--- config.mk ---
export PLATFORM = sky130hd
export DESIGN_NAME = hull_fifo
export DESIGN_NICKNAME = d
export VERILOG_FILES = /design/src/rtl/hull_fifo_pkg.sv /design/src/rtl/hull_fifo_counter64.sv /design/src/rtl/hull_fifo.sv
export SDC_FILE = /design/constraint.sdc
export NUM_CORES = 1
export LEC_CHECK = 0
export ABC_CLOCK_PERIOD_IN_PS = 8600
export CAP_MARGIN = 20
export CORE_MARGIN = 2
export CORE_UTILIZATION = 45
export DETAILED_ROUTE_END_ITERATION = 8
export MAX_ROUTING_LAYER = met4
export PLACE_DENSITY = 0.66
export SYNTH_ARGS = -nofsm -noshare
export SYNTH_HDL_FRONTEND = slang
export SYNTH_HIERARCHICAL = 1
export SYNTH_SLANG_ARGS = --single-unit
--- constraint.sdc ---
create_clock -name clk -period 8.6 [get_ports clk]
set_clock_uncertainty 0.05 [all_clocks]
set_input_delay 2.58 -clock clk [delete_from_list [all_inputs] [get_ports clk]]
set_output_delay 2.58 -clock clk [all_outputs]
set_load 0.02 [all_outputs]
--- src/rtl/hull_fifo_pkg.sv ---
// Shared FIFO types package: storage-type encodings, default geometry for
// hull_fifo, and the per-user FIFO type/depth constants of this codebase.
package hull_fifo_pkg;

    // Storage implementation encodings for the TYPE parameter
    localparam int HULL_FIFO_TYPE_FF   = 0;
    localparam int HULL_FIFO_TYPE_BRAM = 1;

    // Default geometry of hull_fifo
    localparam int HULL_FIFO_WIDTH     = 64;
    localparam int HULL_FIFO_LOG_DEPTH = 4;

    // Per-user FIFO type/depth constants
    localparam int CMD_FIFO_TYPE       = HULL_FIFO_TYPE_FF;
    localparam int CMD_FIFO_LOG_DEPTH  = 4;
    localparam int RSP_FIFO_TYPE       = HULL_FIFO_TYPE_BRAM;
    localparam int RSP_FIFO_LOG_DEPTH  = 9;
    localparam int EVT_FIFO_TYPE       = HULL_FIFO_TYPE_FF;
    localparam int EVT_FIFO_LOG_DEPTH  = 3;

endpackage

--- src/rtl/hull_fifo_counter64.sv ---
// counter64: free-running 64-bit event counter with synchronous clear.
// Wraps from 2^64-1 to 0.
module counter64 (
    input  logic        clk,
    input  logic        rst,
    input  logic        increment,
    output logic [63:0] count
);

    logic [63:0] count_q;
    logic [63:0] count_d;

    // Next count: add one on each incrementing cycle, natural 64-bit wrap
    always_comb begin
        count_d = count_q;
        if (increment) begin
            count_d = count_q + 64'd1;
        end
    end

    // Count register with synchronous clear
    always_ff @(posedge clk) begin
        if (rst) begin
            count_q <= '0;
        end else begin
            count_q <= count_d;
        end
    end

    assign count = count_q;

endmodule

--- src/rtl/hull_fifo.sv ---
// hull_fifo: first-word-fall-through synchronous FIFO with occupancy count
// and lifetime write counter. Storage is either a flip-flop array with an
// asynchronous head read, or a block RAM whose registered read port is
// pointed at the next-cycle head address so q still falls through.
module hull_fifo
    import hull_fifo_pkg::*;
#(
    parameter int TYPE      = HULL_FIFO_TYPE_FF,
    parameter int WIDTH     = HULL_FIFO_WIDTH,
    parameter int LOG_DEPTH = HULL_FIFO_LOG_DEPTH
) (
    input  logic                 clk,
    input  logic                 rst,
    input  logic                 wrreq,
    input  logic [WIDTH-1:0]     data,
    input  logic                 rdreq,
    output logic [WIDTH-1:0]     q,
    output logic                 empty,
    output logic                 full,
    output logic [LOG_DEPTH:0]   usedw,
    output logic [63:0]          wr_count
);

    localparam int                DEPTH     = 1 << LOG_DEPTH;
    localparam logic [LOG_DEPTH:0] USED_FULL = (LOG_DEPTH + 1)'(DEPTH);

    logic [LOG_DEPTH-1:0] wr_ptr_q, wr_ptr_d;
    logic [LOG_DEPTH-1:0] rd_ptr_q, rd_ptr_d;
    logic [LOG_DEPTH:0]   usedw_q, usedw_d;
    logic                 wr_acc;
    logic                 rd_acc;

    // Flags from pre-edge occupancy; requests in a reset cycle are dropped
    always_comb begin
        empty    = (usedw_q == '0);
        full     = (usedw_q == USED_FULL);
        wr_acc   = wrreq & ~full & ~rst;
        rd_acc   = rdreq & ~empty & ~rst;
        wr_ptr_d = wr_ptr_q;
        rd_ptr_d = rd_ptr_q;
        usedw_d  = usedw_q;
        if (wr_acc) begin
            wr_ptr_d = wr_ptr_q + LOG_DEPTH'(1);
        end
        if (rd_acc) begin
            rd_ptr_d = rd_ptr_q + LOG_DEPTH'(1);
        end
        case ({wr_acc, rd_acc})
            2'b10:   usedw_d = usedw_q + (LOG_DEPTH + 1)'(1);
            2'b01:   usedw_d = usedw_q - (LOG_DEPTH + 1)'(1);
            default: usedw_d = usedw_q;
        endcase
    end

    // Pointer and occupancy registers; reset discards all stored entries
    always_ff @(posedge clk) begin
        if (rst) begin
            wr_ptr_q <= '0;
            rd_ptr_q <= '0;
            usedw_q  <= '0;
        end else begin
            wr_ptr_q <= wr_ptr_d;
            rd_ptr_q <= rd_ptr_d;
            usedw_q  <= usedw_d;
        end
    end

    assign usedw = usedw_q;

    generate
        if (TYPE == HULL_FIFO_TYPE_BRAM) begin : g_bram
            logic [WIDTH-1:0]     mem [DEPTH];
            logic [WIDTH-1:0]     head_q;
            logic [LOG_DEPTH-1:0] rd_addr;

            // After reset the head is slot 0 regardless of the old pointer
            assign rd_addr = rst ? '0 : rd_ptr_d;

            // RAM write port
            always_ff @(posedge clk) begin
                if (wr_acc) begin
                    mem[wr_ptr_q] <= data;
                end
            end

            // RAM read port fetches the next head; bypass a same-edge write to it
            always_ff @(posedge clk) begin
                if (wr_acc && (wr_ptr_q == rd_addr)) begin
                    head_q <= data;
                end else begin
                    head_q <= mem[rd_addr];
                end
            end

            assign q = head_q;
        end else begin : g_ff
            logic [WIDTH-1:0] mem [DEPTH];

            // Flip-flop array write; contents are never cleared
            always_ff @(posedge clk) begin
                if (wr_acc) begin
                    mem[wr_ptr_q] <= data;
                end
            end

            assign q = mem[rd_ptr_q];
        end
    endgenerate

    counter64 u_wr_count (
        .clk       (clk),
        .rst       (rst),
        .increment (wr_acc),
        .count     (wr_count)
    );

endmodule

==> metrics.csv, run 1 <==
stage,metric,value,unit
outcome,status,finished clean,
power_and_ir_drop,pwr/cell area,244,nW/um^2
setup_path,"Arr. time, crit path",3990,ps
clocking,CTS buffer count,110,
clocking,CTS tree,built,
global_routing,first-pass GRT wire length,138,mm
route,Avg Vias per Cell,5.74,
sta,worst setup margin,1980,ps
clocking,root buffer cell,clkbuf_16,
sta,final worst-path cycle share,77.0,%
route,wire per inst,26.6,um
floorplanning,Initial Utilization,45.5,%
setup_path,Setup crit start kind,flip-flop,
floorplanning,DIE AREA,96900,um^2
sta,fin. max-slew vios,0,
setup_path,worst reg2reg path depth,7,
route,number of DRC markers in iteration 0,2108,
final_layout,Final nets,2228,
floorplanning,die height,311,um
synthesis,Post-synth EDFFs,1024,
power_and_ir_drop,peak supply drop,0.189,mV
final_layout,Layout area overhead,17.2,%
route,# DRC,0,
placed_design,final HPWL from detailed placement,47.3,mm
synthesis,synthesized flop and latch total,1105,
global_routing,met1 GRT Util,26.2,%
power_and_ir_drop,Static Leak,15.1,nW
sta,relative slew slack,27.3,%
synthesis,"Async S/R FF share, synth",0,%
final_layout,Final Core Density,53.3,%
hold_path,Hold Crit Class,reg -> reg,
synthesis,cells after synthesis,1885,
route,WL final,93.1,mm
sta,FMAX,0.151,GHz
synthesis,Main synth FF type,edfxtp_1,
global_routing,initial antenna violation count,6,
synthesis,post-synthesis sequential area ratio,76.2,%
sta,Final TNS setup,0,ps
route,Final ANT Viol Nets,0,
global_routing,largest net degree at the start of global routing,91,
global_routing,Total GRT Usage,19.9,%
final_layout,"most common cell after layout, fill and taps aside",edfxtp_1,
placed_design,placed cells,3293,
placed_design,Port Buf Inserts,202,
floorplanning,# rows,112,
final_layout,"commonest non-fill, non-tap cells in the layout","1024 x edfxtp_1, 307 x mux4_2, 201 x clkdlybuf4s50_1",
sta,WHS,458,ps
placed_design,GP Congestion,0.797,
run,Max-Cap Viols,0,
route,DR vias,20100,
hold_path,Hold Path Stages,2,
clocking,Max clock buf depth,3,
clocking,Clock Pin Slew Worst Setup and Hold Paths,60,ps
sta,Fin. Hold Viols,0,
clocking,# hold bufs at CTS,0,
setup_path,CP Data Required Time,5970,ps
clocking,clock latency on the worst-skew pair,700,ps
synthesis,Yosys warnings,6,
final_layout,layout cells sized above 1,24.5,%
synthesis,Syn Std Cell Area,42500,um^2
sta,number of setup violations in the final report,0,
global_routing,met2 usage in global routing,32.1,%
synthesis,Netlist cell types,51,
setup_path,crit path kind,reg -> out,
clocking,TritonCTS Sinks,1105,
floorplanning,top-level port count,203,
route,Pre-antenna DRT Iters,5,
global_routing,Overflow after GRT,0,
global_routing,GRT met3 Usage,4.01,%
clocking,"Setup Fix Bufs, Post-CTS",0,
sta,Worst Tran Pin Value,1090,ps
placed_design,"worst slack, placed",2600,ps
floorplanning,die width,311,um
clocking,H-tree levels,3,
clocking,# resized after CTS,0,
final_layout,filler cell count in the final layout,7091,
setup_path,"Max FO, Critical Path",60,
sta,RSZ-0062 raised after global routing,no,
floorplanning,Core ar.,93500,um^2
synthesis,syn_nets,1962,
sta,min cycle time layout,6620,ps
synthesis,Mean Syn Cell Area,22.5,um^2
setup_path,CP endpoint kind,primary output,
global_routing,Top Usage Layer GRT,met2,
final_layout,Non-Filler Instances,3498,
global_routing,number of global-route vias before repair,20900,
[sequential cells by signal, indices dropped and copies added (netlist names), named ones only]
| name | flops |
|---|---|
| g_ff.mem | 1024 |
| rd_ptr_q | 4 |
| u_wr_count/count | 64 |
| usedw | 5 |
| wr_ptr_q | 4 |
[cell families (layout without fill, tap and decap cells)]
| logic type | count (synthesis) | count (layout) | synth area share (%) |
|---|---|---|---|
| compound gates | 64 | 64 | 0.839 |
| mux | 323 | 323 | 17.2 |
| flops | 1105 | 1105 | 76.2 |
| fa+ha+maj | 9 | 9 | 0.265 |
| xor+xnor | 48 | 48 | 0.989 |
| simple gates | 233 | 233 | 3.17 |
| other cells | 0 | 6 | 0 |
| buf+inv | 103 | 456 | 1.40 |
[critical path: stages (launching register included)]
cell	delay [ps]
dfxtp_4	1000
buf_4	750
mux4_2	410
mux4_2	460
clkdlybuf4s50_1	650
[path summary, 6_finish.rpt]
path / slack [ps] / to / from
setup / recovery: 1980 / q[20] / flip-flop
hold / removal: 460 / u_wr_count/count[55]$_SDFFE_PP0P_ / u_wr_count/count[55]$_SDFFE_PP0P_
setup reg to reg: 5450 / g_ff.mem[0][63]$_DFFE_PP_ / usedw[2]$_SDFFE_PP0P_
hold reg to reg: 460 / u_wr_count/count[55]$_SDFFE_PP0P_ / u_wr_count/count[55]$_SDFFE_PP0P_
[routing by layer]
layer  share of wire (%)  vias to the layer above  routed length [um]
li1                    -                     8513                   -
met1                  41                    10800               38400
met2                  50                      656               46800
met3                 6.7                      114                6280
met4                 1.8                        0                1670
met5                   0                        -                   0
[synthesized netlist by cell type (2+ instances only)]
master	instances	area [um^2]
nor2_1	68	255
a21oi_1	28	140
or4_1	7	52.6
nand4_2	5	62.6
buf_1	21	78.8
o31ai_1	10	75.1
buf_4	7	52.6
o21bai_1	2	15.0
inv_1	12	45.0
nor4_1	9	56.3
nor4_4	3	63.8
nand2_1	25	93.8
nand4b_1	2	17.5
o21ai_0	21	105
buf_6	21	236
nand4_1	31	194
and2_1	3	18.8
clkbuf_1	35	131
nand3_1	20	100
buf_2	6	30.0
nor3b_1	2	15.0
nand3b_1	2	15.0
nor3_2	2	20.0
ha_1	9	113
xor2_1	32	280
nor2b_1	3	18.8
nor3_1	9	45.0
mux4_1	13	342
xnor2_1	16	140
nand2b_1	6	37.5
or3_1	19	119
and3_1	7	43.8
mux4_2	307	6910
edfxtp_1	1024	30700
mux2i_1	2	20.0
dfxtp_1	81	1620
[power by group]
group | internal, mW | switching [mW] | total [mW]
Clock | 2.89 | 2.01 | 4.90
Combinational | 0.660 | 0.595 | 1.25
Sequential | 5.94 | 0.0597 | 6.00
[stage by stage]
stage	power (mW)	instance area, um^2
finish	12.1	49800
global route	12.5	49800
CTS	12.3	49800
detailed placement	7.39	46100
global placement	7.36	46100
floorplan	6.98	42500
[cell type report]
type | instances | area [um^2] | area share, %
Timing Repair Buffer | 245 | 2440 | 4.90
Clock inverter | 70 | 858 | 1.72
Tap cell | 1254 | 1570 | 3.15
Clock buffer | 129 | 2870 | 5.75
Sequential cell | 1105 | 32400 | 65.0
Antenna cell | 6 | 15.0 | 0.0301
Inverter | 12 | 45.0 | 0.0904
Multi-Input combinational cell | 677 | 9630 | 19.3
Power figures use the tool's default switching activity.
==> inputs of run 2 (changes only) <==
- ABC_CLOCK_PERIOD_IN_PS: 8600 -> 5400
- clock period: 8.6 -> 5.4 ns (I/O delays scaled with it)
==> run 2 against run 1 <==
Register-to-register slack got worse by 3000 ps. Core utilization fell by 0.060 points. Cell count rose by 0.66%. Clock power rose by 45%. Routed wire length rose by 0.54%. Non-clock buffer count rose by 17. Power rose by 54%. First-iteration DRC count fell by 14%. Hold slack got worse by 0.82 ps. Critical path type unchanged. Largest power group unchanged. Highest routed layer unchanged.
==> metrics.csv, run 2 (synthesized netlist as in run 1, its figures left out) <==
stage,metric,value,unit,change
setup_path,"Max FO, Critical Path",18,,-70%
route,DR vias,20100,,+0.31%
clocking,root buffer cell,clkbuf_16,,
setup_path,critical-path cell list,"buf_4, mux4_2, mux4_2, clkdlybuf4s50_1",,
sta,fin. max-slew vios,0,,unchanged
power_and_ir_drop,sw power,4.18,mW,+57%
placed_design,GP Congestion,0.819,,+2.8%
sta,FMAX,0.196,GHz,
power_and_ir_drop,part of the power in combinational logic,11.1,%,+0.8 points
floorplanning,Core ar.,93500,um^2,unchanged
clocking,# resized after CTS,0,,unchanged
final_layout,Non-Filler Instances,3521,,+0.66%
global_routing,initial antenna violation count,9,,+3
clocking,TritonCTS Sinks,1105,,unchanged
route,# DRC,0,,unchanged
sta,final worst-path cycle share,94.7,%,
setup_path,CP Data Required Time,3730,ps,-2240 ps
power_and_ir_drop,peak supply drop,0.214,mV,+13%
final_layout,Final nets,2245,,+0.76%
power_and_ir_drop,Internal Power,14.5,mW,+53%
setup_path,most numerous cell on the critical path,mux4_2,,
route,WL final,93.6,mm,+0.54%
sta,RSZ-0062 raised after global routing,no,,
setup_path,CP endpoint kind,primary output,,
clocking,# hold bufs at CTS,0,,unchanged
hold_path,Hold Crit Class,reg -> reg,,
global_routing,number of global-route vias before repair,21100,,+0.79%
floorplanning,DIE AREA,96900,um^2,unchanged
floorplanning,Initial Utilization,45.5,%,unchanged
setup_path,R2R setup slack,2410,ps,-3040 ps
final_layout,register area,32400,um^2,unchanged
setup_path,crit path kind,reg -> out,,
hold_path,Hold Startpoint,rd_ptr_q[3]$_SDFFE_PP0P_,,
floorplanning,top-level port count,203,,unchanged
final_layout,layout cells sized above 1,24.5,%,about the same
power_and_ir_drop,pwr/cell area,376,nW/um^2,+54%
sta,relative slew slack,27.6,%,+0.28 points
global_routing,Overflow after GRT,0,,unchanged
sta,number of setup violations in the final report,0,,unchanged
setup_path,RR Startpoint,usedw[1]$_SDFFE_PP0P_,,
floorplanning,die height,311,um,unchanged
final_layout,"commonest non-fill, non-tap cells in the layout","1024 x edfxtp_1, 307 x mux4_2, 201 x clkdlybuf4s50_1",,
route,number of DRC markers in iteration 0,1815,,-14%
setup_path,cell family with most CP delay,multiplexers,,
setup_path,Worst path max stage delay,610,ps,-390 ps
route,Avg Vias per Cell,5.72,,-0.35%
run,Max-Cap Viols,0,,unchanged
clocking,H-tree levels,3,,unchanged
setup_path,Setup crit start kind,flip-flop,,
clocking,CTS buffer count,110,,unchanged
sta,min cycle time layout,5110,ps,
power_and_ir_drop,register share of total power,50.9,%,+1.5 points
setup_path,Buf/Inv on CP,2,,unchanged
final_layout,filler cell count in the final layout,7064,,-0.38%
power_and_ir_drop,Clk pwr share,38.0,%,-2.3 points
final_layout,Largest Register,g_ff.mem,,
sta,Worst Tran Pin Value,1080,ps,-14.1 ps
route,wire per inst,26.6,um,-0.12%
placed_design,final HPWL from detailed placement,49.8,mm,+5.2%
clocking,Clock Pin Slew Worst Setup and Hold Paths,60,ps,about the same
clocking,Max clock buf depth,3,,unchanged
placed_design,placed cells,3310,,+0.52%
final_layout,Layout area overhead,17.1,%,
floorplanning,die width,311,um,unchanged
sta,WHS,457,ps,-0.816 ps
power_and_ir_drop,sw frac,22.4,%,+0.48 points
clocking,CTS tree,built,,
setup_path,slowest CP cell,clkdlybuf4s50_1,,
clocking,clock latency on the worst-skew pair,670,ps,-30 ps
power_and_ir_drop,Static Leak,15.0,nW,-0.38%
route,Final ANT Viol Nets,0,,unchanged
final_layout,max reg flops,1024,,unchanged
global_routing,first-pass GRT wire length,139,mm,+0.96%
final_layout,"most common cell after layout, fill and taps aside",edfxtp_1,,
route,Pre-antenna DRT Iters,5,,unchanged
final_layout,multi-input logic area,9660,um^2,+0.26%
setup_path,"Arr. time, crit path",3440,ps,-550 ps
outcome,status,finished clean,,
clocking,"Setup Fix Bufs, Post-CTS",0,,unchanged
global_routing,largest net degree at the start of global routing,66,,-27%
sta,Fin. Hold Viols,0,,unchanged
floorplanning,# rows,112,,unchanged
global_routing,Total GRT Usage,20.0,%,+0.056 points
placed_design,Port Buf Inserts,202,,unchanged
run 2: metrics by stage:
stage / cell area (um^2) / power (mW) / TNS, ps / util, % / setup WS, ps
2_1_floorplan: 42500 / 11.1 / -67900 / - / -189
3_3_place_gp: 46400 / 11.8 / 0 / 49.6 / 906
3_5_place_dp: 46400 / 11.8 / 0 / 49.6 / 851
4_1_cts: 49700 / 18.9 / 0 / 53.2 / 192
5_1_grt: 49800 / 19.3 / 0 / 53.2 / 112
6_report: 49800 / 18.7 / 0 / 53.2 / 287
run 2: layout make-up:
class	instances	area share [%]
Antenna cell	9	0.0453
Clock buffer	142	5.82
Inverter	12	0.0905
Timing Repair Buffer	262	5.46
Clock inverter	60	0.933
Tap cell	1254	3.15
Multi-Input combinational cell	677	19.4
Sequential cell	1105	65.1
run 2: final timing paths:
check / to / depth (start not counted)
setup / recovery: q[6] / 4
setup reg to reg: usedw[4]$_SDFFE_PP0P_ / 11
hold / removal: flip-flop / 2
hold reg to reg: flip-flop / 2
run 2: worst register-to-register path, cell delays in order (launching register included):
cell and delay, ps:
dfxtp_1 490, nor4_2 120, a21oi_1 400, buf_4 260
inv_1 60, ha_1 330, xor2_1 200, ha_1 220
or2_2 300, a31oi_1 210, o21bai_1 140, nand4_1 80
run 2: power by group through the flow:
stage               Sequential [mW]  Combinational (mW)  Clock [mW]
floorplan                      9.68                1.44           0
global placement               9.70                2.09           0
detailed placement             9.70                2.11           0
CTS                            9.52                2.11        7.25
global route                   9.53                2.21        7.60
finish                         9.52                2.07        7.10
run 2: layer usage:
| layer | global-route usage (%) | routed length (um) |
|---|---|---|
| met1 | 26.0 | 38100 |
| met2 | 32.4 | 47200 |
| met3 | 4.18 | 6680 |
| met4 | 4.94 | 1610 |
| met5 | - | 0 |
==> inputs of run 3 (changes only) <==
- CORE_UTILIZATION: 45 -> 54
- PLACE_DENSITY: 0.66 -> 0.76
- SKIP_CTS_REPAIR_TIMING: unset -> 1
==> run 3 against run 2 <==
Power increased by 1.6%. Sequential share of layout area increased by 0.059 points. Critical path type unchanged. Largest power group unchanged. Cell count decreased by 6.4%.
==> metrics.csv, run 3 (synthesized netlist as in run 1, its figures left out) <==
stage,metric,value,unit,change
sta,min cycle time layout,5100,ps,-16.4 ps
floorplanning,top-level port count,203,,unchanged
sta,fin. max-slew vios,0,,unchanged
placed_design,final HPWL from detailed placement,47.7,mm,-4.2%
sta,Worst Tran Pin Value,910,ps,-166 ps
route,Avg Vias per Cell,6.19,,+8.1%
setup_path,Buf/Inv on CP,3,,+1
route,number of DRC markers in iteration 0,1903,,+4.8%
final_layout,Final nets,2234,,-0.49%
route,# DRC,0,,unchanged
power_and_ir_drop,Static Leak,15.1,nW,+0.38%
placed_design,GP Congestion,0.842,,+2.8%
setup_path,"Arr. time, crit path",3430,ps,about the same
final_layout,filler cell count in the final layout,4941,,-30%
final_layout,Largest Register,g_ff.mem,,
global_routing,Overflow after GRT,0,,unchanged
clocking,clock latency on the worst-skew pair,660,ps,about the same
route,wire per inst,28.5,um,+7.1%
placed_design,dpl cell area,46200,um^2,-0.42%
sta,worst setup margin,304,ps,+16.4 ps
clocking,CTS tree,built,,
final_layout,layout cells sized above 1,24.5,%,+0.042 points
setup_path,CP endpoint kind,primary output,,
sta,RSZ-0062 raised after global routing,no,,
global_routing,largest net degree at the start of global routing,81,,+23%
final_layout,Layout area overhead,17.0,%,about the same
power_and_ir_drop,sw power,4.21,mW,+0.64%
sta,FMAX,0.196,GHz,+0.32%
run,Max-Cap Viols,0,,unchanged
final_layout,"commonest non-fill, non-tap cells in the layout","1024 x edfxtp_1, 307 x mux4_2, 201 x clkdlybuf4s50_1",,
floorplanning,Core ar.,77700,um^2,-17%
route,WL final,93.9,mm,+0.28%
floorplanning,die width,285,um,-8.6%
hold_path,Hold Path Stages,2,,unchanged
clocking,Max clock buf depth,3,,unchanged
final_layout,max reg flops,1024,,unchanged
sta,final worst-path cycle share,94.4,%,-0.30 points
clocking,CTS buffer count,106,,-3.6%
clocking,TritonCTS Sinks,1105,,unchanged
sta,relative slew slack,38.8,%,+11 points
setup_path,worst reg2reg path depth,9,,-2
clocking,root buffer cell,clkbuf_16,,
setup_path,CP Data Required Time,3730,ps,about the same
clocking,H-tree levels,3,,unchanged
floorplanning,die height,285,um,-8.6%
route,Final ANT Viol Nets,0,,unchanged
global_routing,Total GRT Usage,24.4,%,+4.4 points
floorplanning,Initial Utilization,54.7,%,+9.2 points
sta,Final TNS setup,0,ps,unchanged
power_and_ir_drop,peak supply drop,0.238,mV,+11%
setup_path,Crit path depth,5,,+1
power_and_ir_drop,Internal Power,14.8,mW,+1.9%
clocking,Clock Pin Slew Worst Setup and Hold Paths,60,ps,about the same
setup_path,crit path kind,reg -> out,,
power_and_ir_drop,Clk pwr share,38.9,%,+0.9 points
placed_design,Port Buf Inserts,202,,unchanged
power_and_ir_drop,part of the power in combinational logic,11.0,%,about the same
outcome,status,finished clean,,
setup_path,Setup crit start kind,flip-flop,,
global_routing,number of global-route vias before repair,21600,,+2.6%
route,Pre-antenna DRT Iters,5,,unchanged
route,DR vias,20400,,+1.3%
placed_design,placed cells,3089,,-6.7%
global_routing,first-pass GRT wire length,140,mm,+0.80%
setup_path,"Max FO, Critical Path",22,,+4
floorplanning,DIE AREA,80900,um^2,-16%
setup_path,critical-path cell list,"buf_12, buf_4, mux4_1, mux4_2, clkdlybuf4s50_1",,
power_and_ir_drop,sw frac,22.2,%,-0.22 points
setup_path,cell family with most CP delay,buffers and inverters,,
sta,Fin. Hold Viols,0,,unchanged
final_layout,fin area,49700,um^2,about the same
power_and_ir_drop,register share of total power,50.1,%,-0.8 points
sta,number of setup violations in the final report,0,,unchanged
placed_design,"worst slack, placed",928,ps,+76.9 ps
hold_path,Hold Crit Class,reg -> reg,,
setup_path,slowest CP cell,mux4_1,,
global_routing,initial antenna violation count,11,,+2
final_layout,"most common cell after layout, fill and taps aside",edfxtp_1,,
floorplanning,# rows,102,,-8.9%
power_and_ir_drop,pwr/cell area,382,nW/um^2,+1.7%
setup_path,Worst path max stage delay,650,ps,+40 ps
final_layout,Non-Filler Instances,3297,,-6.4%
[run 3: cell count changes in the layout (fill, tap and decap cells not counted), sizes merged]
cell | before | now
bufinv | 4 | 11
buf | 61 | 54
clkbuf | 142 | 133
clkinv | 45 | 42
diode | 9 | 11
[run 3: cell type report]
| class | instances | area (um^2) | area share, % |
|---|---|---|---|
| Sequential cell | 1105 | 32400 | 65.1 |
| Multi-Input combinational cell | 677 | 9660 | 19.4 |
| Clock buffer | 133 | 2820 | 5.68 |
| Timing Repair Buffer | 255 | 2790 | 5.61 |
| Tap cell | 1040 | 1300 | 2.62 |
| Clock inverter | 64 | 679 | 1.37 |
| Inverter | 12 | 45.0 | 0.0906 |
| Antenna cell | 11 | 27.5 | 0.0554 |
[run 3: final timing paths]
check                                                       start  slack, ps                                end
worst max-delay path                                    flip-flop        300                              q[26]
worst min-delay path            u_wr_count/count[55]$_SDFFE_PP0P_        460  u_wr_count/count[55]$_SDFFE_PP0P_
worst max register to register              usedw[2]$_SDFFE_PP0P_       2480              usedw[4]$_SDFFE_PP0P_
worst min register to register  u_wr_count/count[55]$_SDFFE_PP0P_        460  u_wr_count/count[55]$_SDFFE_PP0P_
[run 3: stage by stage]
step	total power, mW	hold WS [ps]	util [%]
floorplan	11.1	422	-
global placement	11.7	436	59.4
detailed placement	11.8	451	59.4
CTS	19.2	461	63.9
global route	19.6	504	64.0
finish	19.0	464	64.0
[run 3: power by group through the flow]
| stage | registers, mW | clock network [mW] | logic, mW |
|---|---|---|---|
| final | 9.51 | 7.40 | 2.09 |
| after global routing | 9.52 | 7.82 | 2.23 |
| after CTS | 9.52 | 7.51 | 2.12 |
| after detailed placement | 9.69 | 0 | 2.10 |
| after global placement | 9.68 | 0 | 2.06 |
| after floorplan | 9.68 | 0 | 1.44 |
[run 3: tightest hold or removal path: stages (launching register included)]
cell	delay, ps
dfxtp_1	340
o31ai_1	70
a21oi_1	60
[run 3: per-layer routing]
layer  GRT usage (%)  vias up  wire length (um)
met5               -        -                 0
met4            7.92        0              2390
met3            4.51      146              7370
met2            39.6      939             48000
met1            31.6    10800             36100
li1                -     8549                 -
